$ cat config.mk
export PLATFORM = sky130hd
export DESIGN_NAME = avoid_ctrl
export DESIGN_NICKNAME = d
export VERILOG_FILES = /design/src/rtl/avoid_ctrl.sv
export SDC_FILE = /design/constraint.sdc
export NUM_CORES = 1
export LEC_CHECK = 0
export BUFFER_PORTS_ARGS = -buffer_cell sky130_fd_sc_hd__buf_4
export CORE_ASPECT_RATIO = 0.75
export CORE_MARGIN = 3
export CORE_UTILIZATION = 59
export DETAILED_ROUTE_END_ITERATION = 12
export PLACE_DENSITY = 0.88
export SYNTH_ARGS = -nofsm -noshare
export SYNTH_HDL_FRONTEND = slang
export SYNTH_SLANG_ARGS = --single-unit
$ cat constraint.sdc
create_clock -name clk -period 2.6 [get_ports clk]
set_clock_uncertainty 0.2 [all_clocks]
set_input_delay 0.65 -clock clk [delete_from_list [all_inputs] [get_ports clk]]
set_output_delay 0.65 -clock clk [all_outputs]
set_load 0.02 [all_outputs]
$ cat src/rtl/avoid_ctrl.sv
// Obstacle-avoidance motor controller: debounces three object flags and runs a
// Moore FSM that cruises, reverses, and turns away from qualified obstacles.
module avoid_ctrl #(
    parameter int unsigned DEB_CYCLES  = 4,
    parameter int unsigned REV_CYCLES  = 8,
    parameter int unsigned TURN_CYCLES = 16
) (
    input  logic       clk,
    input  logic       reset,
    input  logic       enable,
    input  logic       left_object,
    input  logic       right_object,
    input  logic       front_object,
    output logic       drive_fwd,
    output logic       drive_rev,
    output logic       turn_left,
    output logic       turn_right,
    output logic       busy,
    output logic [7:0] maneuver_cnt
);

    localparam logic [7:0] DEB_MAX   = 8'(DEB_CYCLES);
    localparam logic [7:0] REV_LOAD  = 8'(REV_CYCLES - 1);
    localparam logic [7:0] TURN_LOAD = 8'(TURN_CYCLES - 1);

    typedef enum logic [2:0] {
        ST_STOP,
        ST_CRUISE,
        ST_REVERSE,
        ST_TURN_L,
        ST_TURN_R
    } state_t;

    logic [2:0] w_obj;
    logic [2:0] w_q;
    logic       w_lq;
    logic       w_rq;
    logic       w_fq;

    assign w_obj = {front_object, right_object, left_object};

    // One saturating debounce counter per flag; the qualified flag is the
    // registered "next count reached the threshold" so it drops on the first low sample.
    generate
        for (genvar gi = 0; gi < 3; gi++) begin : g_deb
            logic [7:0] r_cnt;
            logic [7:0] w_cnt_next;
            logic       r_q;

            always_comb begin
                w_cnt_next = 8'd0;
                if (w_obj[gi]) begin
                    if (r_cnt >= DEB_MAX) begin
                        w_cnt_next = DEB_MAX;
                    end else begin
                        w_cnt_next = r_cnt + 8'd1;
                    end
                end
            end

            always_ff @(posedge clk or negedge reset) begin
                if (!reset) begin
                    r_cnt <= 8'd0;
                    r_q   <= 1'b0;
                end else begin
                    r_cnt <= w_cnt_next;
                    r_q   <= (w_cnt_next == DEB_MAX);
                end
            end

            assign w_q[gi] = r_q;
        end
    endgenerate

    assign w_lq = w_q[0];
    assign w_rq = w_q[1];
    assign w_fq = w_q[2];

    state_t     r_state;
    state_t     w_state_next;
    logic [7:0] r_timer;
    logic [7:0] w_timer_next;
    logic [7:0] r_mcnt;
    logic [7:0] w_mcnt_next;
    logic       w_turn_start;

    always_ff @(posedge clk or negedge reset) begin
        if (!reset) begin
            r_state <= ST_STOP;
            r_timer <= 8'd0;
            r_mcnt  <= 8'd0;
        end else begin
            r_state <= w_state_next;
            r_timer <= w_timer_next;
            r_mcnt  <= w_mcnt_next;
        end
    end

    always_comb begin
        w_state_next = r_state;
        w_timer_next = r_timer;
        w_turn_start = 1'b0;
        if (!enable) begin
            w_state_next = ST_STOP;
            w_timer_next = 8'd0;
        end else begin
            case (r_state)
                ST_STOP: begin
                    w_state_next = ST_CRUISE;
                end
                ST_CRUISE: begin
                    if (w_fq) begin
                        w_state_next = ST_REVERSE;
                        w_timer_next = REV_LOAD;
                    end else if (w_lq) begin
                        w_state_next = ST_TURN_R;
                        w_timer_next = TURN_LOAD;
                        w_turn_start = 1'b1;
                    end else if (w_rq) begin
                        w_state_next = ST_TURN_L;
                        w_timer_next = TURN_LOAD;
                        w_turn_start = 1'b1;
                    end
                end
                ST_REVERSE: begin
                    // Side flags only matter on the last reverse cycle.
                    if (r_timer == 8'd0) begin
                        w_state_next = (w_rq && !w_lq) ? ST_TURN_L : ST_TURN_R;
                        w_timer_next = TURN_LOAD;
                        w_turn_start = 1'b1;
                    end else begin
                        w_timer_next = r_timer - 8'd1;
                    end
                end
                ST_TURN_L, ST_TURN_R: begin
                    if (r_timer == 8'd0) begin
                        w_state_next = ST_CRUISE;
                    end else begin
                        w_timer_next = r_timer - 8'd1;
                    end
                end
                default: begin
                    w_state_next = ST_STOP;
                    w_timer_next = 8'd0;
                end
            endcase
        end
    end

    always_comb begin
        w_mcnt_next = r_mcnt;
        if (w_turn_start && (r_mcnt != 8'd255)) begin
            w_mcnt_next = r_mcnt + 8'd1;
        end
    end

    assign drive_fwd    = (r_state == ST_CRUISE);
    assign drive_rev    = (r_state == ST_REVERSE);
    assign turn_left    = (r_state == ST_TURN_L);
    assign turn_right   = (r_state == ST_TURN_R);
    assign busy         = (r_state == ST_REVERSE) || (r_state == ST_TURN_L) || (r_state == ST_TURN_R);
    assign maneuver_cnt = r_mcnt;

endmodule

==> impl_metrics.py <==
metrics = {
    "pwr": {
        "p_per_area_nw_per_um2": 828.4,
        "clock_power_share": 0.194,
        "p_leak_nw": 1.239,
        "p_switching_uw": 896.0,
        "p_seq_frac": 0.395,
        "combPwrFrac": 0.411,
        "intPower_mw": 1.372,
        "vdd_ir_drop_max_uv": 479.4,
        "switching_share": 0.3951,
    },
    "critical_path": {
        "reg2reg_depth": 6,
        "critPathArrivalTime_ns": 1.61,
        "critPathKind": "reg -> out",
        "critPathRequiredTime_ns": 1.75,
        "r2r-start": "r_timer[0]$_DFFE_PN0P_",
        "crit_end": "busy",
        "cp_max_fo": 9,
        "end_kind": "output port",
        "r2r-end": "maneuver_cnt[1]$_DFFE_PN0P_",
        "startpoint_type": "register",
        "cp-startpoint": "r_state[1]$_DFFE_PN0P_",
        "rrSetupSlack_ns": 0.27,
    },
    "die": {
        "fp-row-count": 19,
        "die_w_um": 79.43,
        "die_area_sq_um": 4851,
        "core_area_sq_um": 3780,
        "initial_utilization": 0.6312,
        "ioPinCount": 19,
        "die_y_um": 61.08,
    },
    "route": {
        "route.vias.total": 1832,
        "post-route-drc-count": 0,
        "wl_per_cell_um": 15.04,
        "dr.first_iter.drc_count": 170,
        "ant_nets": 0,
        "totalWireLength_um": 4724,
        "first_pass_iters": 4,
        "vias_per_cell": 5.834,
    },
    "timing": {
        "min_period_ns": 2.460,
        "rsz0062_at_grt": "false",
        "slew_violations": 0,
        "fmax_ghz": 0.4065,
        "whs_ns": 0.1251,
        "setup_tns_ns": 0,
        "max_slew_margin": 0.6319,
        "tightest_slew_ns": 0.5522,
        "finalCritPeriodShare": 0.9461,
        "hold_viol": 0,
        "setup_viol": 0,
    },
    "place": {
        "io_buffers": 18,
        "dpl_cell_area_sq_um": 2648,
        "gp_congestion": 0.9896,
        "dp.cells": 306,
        "dp_hpwl_um": 3489,
    },
    "grt": {
        "top_usage_layer": "met2",
        "grt_pass1_vias": 1722,
        "met1_usage": 0.3013,
        "grt_util_all_layers": 0.2198,
        "antenna_found_initial": 0,
        "grt_max_degree": 47,
        "use_met3": 0.05263,
        "grt_pass1_wl_um": 8100,
        "grt_remaining_overflow": 0,
        "met2_usage": 0.3508,
    },
    "synth": {
        "ys_seq_elements": 46,
        "avgSynthCellArea_sq_um": 10.70,
        "ys_seq_area_frac": 0.4824,
        "synth_area_leader_cell": "dfrtp_1",
        "netlist.area_leader.share": 0.4824,
        "yosysMostFrequentCell": "dfrtp_1",
        "synthTopCellsByArea": "dfrtp_1 48%, o211ai_1 4.4%, ha_1 4.2%",
        "synth_top_cells_by_count": "46 x dfrtp_1, 19 x inv_1, 14 x o211ai_1, 10 x nor2_1",
        "netlist_area_sq_um": 2386,
        "syn_inst": 223,
        "synth_flop_cell": "dfrtp_1",
        "ys_types": 56,
        "synth-edff-count": 0,
        "ys_warn_count": 0,
        "async_flop_share": 1.000,
    },
    "clock_network": {
        "cts_buffers": 5,
        "htreeDepth": 2,
        "cts.sinks": 46,
        "clock_latency_ns": 0.30,
        "cts_buffer_depth": 2,
        "cts_hold_buf": 0,
        "cts_setup_buffers": 0,
        "cts_resized": 0,
        "path_clk_slew_ns": 0.09,
        "cts_root_buffer": "clkbuf_8",
        "cts_tree": "done",
    },
    "final_layout": {
        "num_antenna_cells": 0,
        "area_growth_pct": 14.74,
        "nFillCells": 277,
        "final_util": 0.7243,
        "post_layout_nonfiller_instances": 314,
        "fin_nets": 275,
        "finish.instance_area_sq_um": 2738,
        "drive_gt1_frac": 0.1794,
    },
    "min_path": {
        "hp-class": "in -> async",
    },
    "status": {
        "status": "finished clean",
    },
    "job": {
        "cap_violations": 0,
    },
}
-- worst min-delay path by stage --
stage                     cells past startpoint  slack [ns]                   startpoint                           to
after floorplan                               0        0.15                        reset  g_deb[0].r_cnt[0]$_DFF_PN0_
after global placement                        1        0.29  maneuver_cnt[6]$_DFFE_PN0P_  maneuver_cnt[6]$_DFFE_PN0P_
after CTS                                     1        0.15                        reset       r_timer[5]$_DFFE_PN0P_
final                                         1        0.13                        reset       r_timer[5]$_DFFE_PN0P_
after global routing                          1        0.17                        reset  maneuver_cnt[4]$_DFFE_PN0P_
after detailed placement                      1        0.30  maneuver_cnt[6]$_DFFE_PN0P_  maneuver_cnt[6]$_DFFE_PN0P_
-- area by class of cell --
class,instances,area [sq um],area share
repair buffers,25,187.7,0.06856
inverters,19,71.32,0.02605
clock inverters,3,21.27,0.007770
multi-input cells,164,1172,0.4282
well taps,52,65.06,0.02377
clock buffers,5,68.82,0.02514
flip-flops and latches,46,1151,0.4205
-- cell usage in the layout (no fill, tap or decap), types with 8 or more instances in the layout --
cell type	n
inv_1	19
dfrtp_1	46
ha_1	8
o211ai_1	14
buf_4	25
nor2_1	10
nand2_1	9
and3_1	9
conb_1	15
-- power by group through the flow --
stage / registers, mW / logic [mW] / clock network, mW
after floorplan: 0.892 / 0.687 / 0
after global placement: 0.902 / 0.914 / 0
after detailed placement: 0.906 / 0.924 / 0
after CTS: 0.893 / 0.927 / 0.453
after global routing: 0.906 / 1.03 / 0.491
final: 0.896 / 0.931 / 0.441
-- logic make-up (layout without fill, tap and decap cells) --
logic type               Yosys count  count (layout)  share of synthesized area
AND/OR/NAND/NOR                   74              74                     0.1966
AO/OA/AOI/OAI                     56              56                     0.1846
flip-flops                        46              46                     0.4824
buffers and inverters             27              52                    0.04824
adder cells (fa/ha/maj)            8               8                    0.04195
XOR/XNOR                           8               8                    0.02937
multiplexers                       3               3                    0.01521
other                              1              15                   0.001572
-- registers in the layout, summed over array words and instances (netlist names) --
signal,flops
g_deb.r_cnt,24
maneuver_cnt,8
r_timer,8
g_deb.r_q,3
r_state,3
-- metrics by stage --
step	power, mW	setup WS (ns)
3_5_place_dp	1.830	0.3013
4_1_cts	2.272	0.1398
6_report	2.268	0.1401
5_1_grt	2.428	0.06747
3_3_place_gp	1.816	0.3543
2_1_floorplan	1.579	0.2269
-- critical path, cell delays in order (launching register included) --
cell,delay (ns)
dfrtp_1,0.49
or3b_1,0.49
nand2_1,0.17
buf_4,0.17
-- layer usage --
layer	share of wire	routed length, um
met1	0.46	2164
met2	0.46	2184
met3	0.068	322
met4	0.011	53
met5	0	0
No activity file was read; power rests on OpenSTA's default activity.
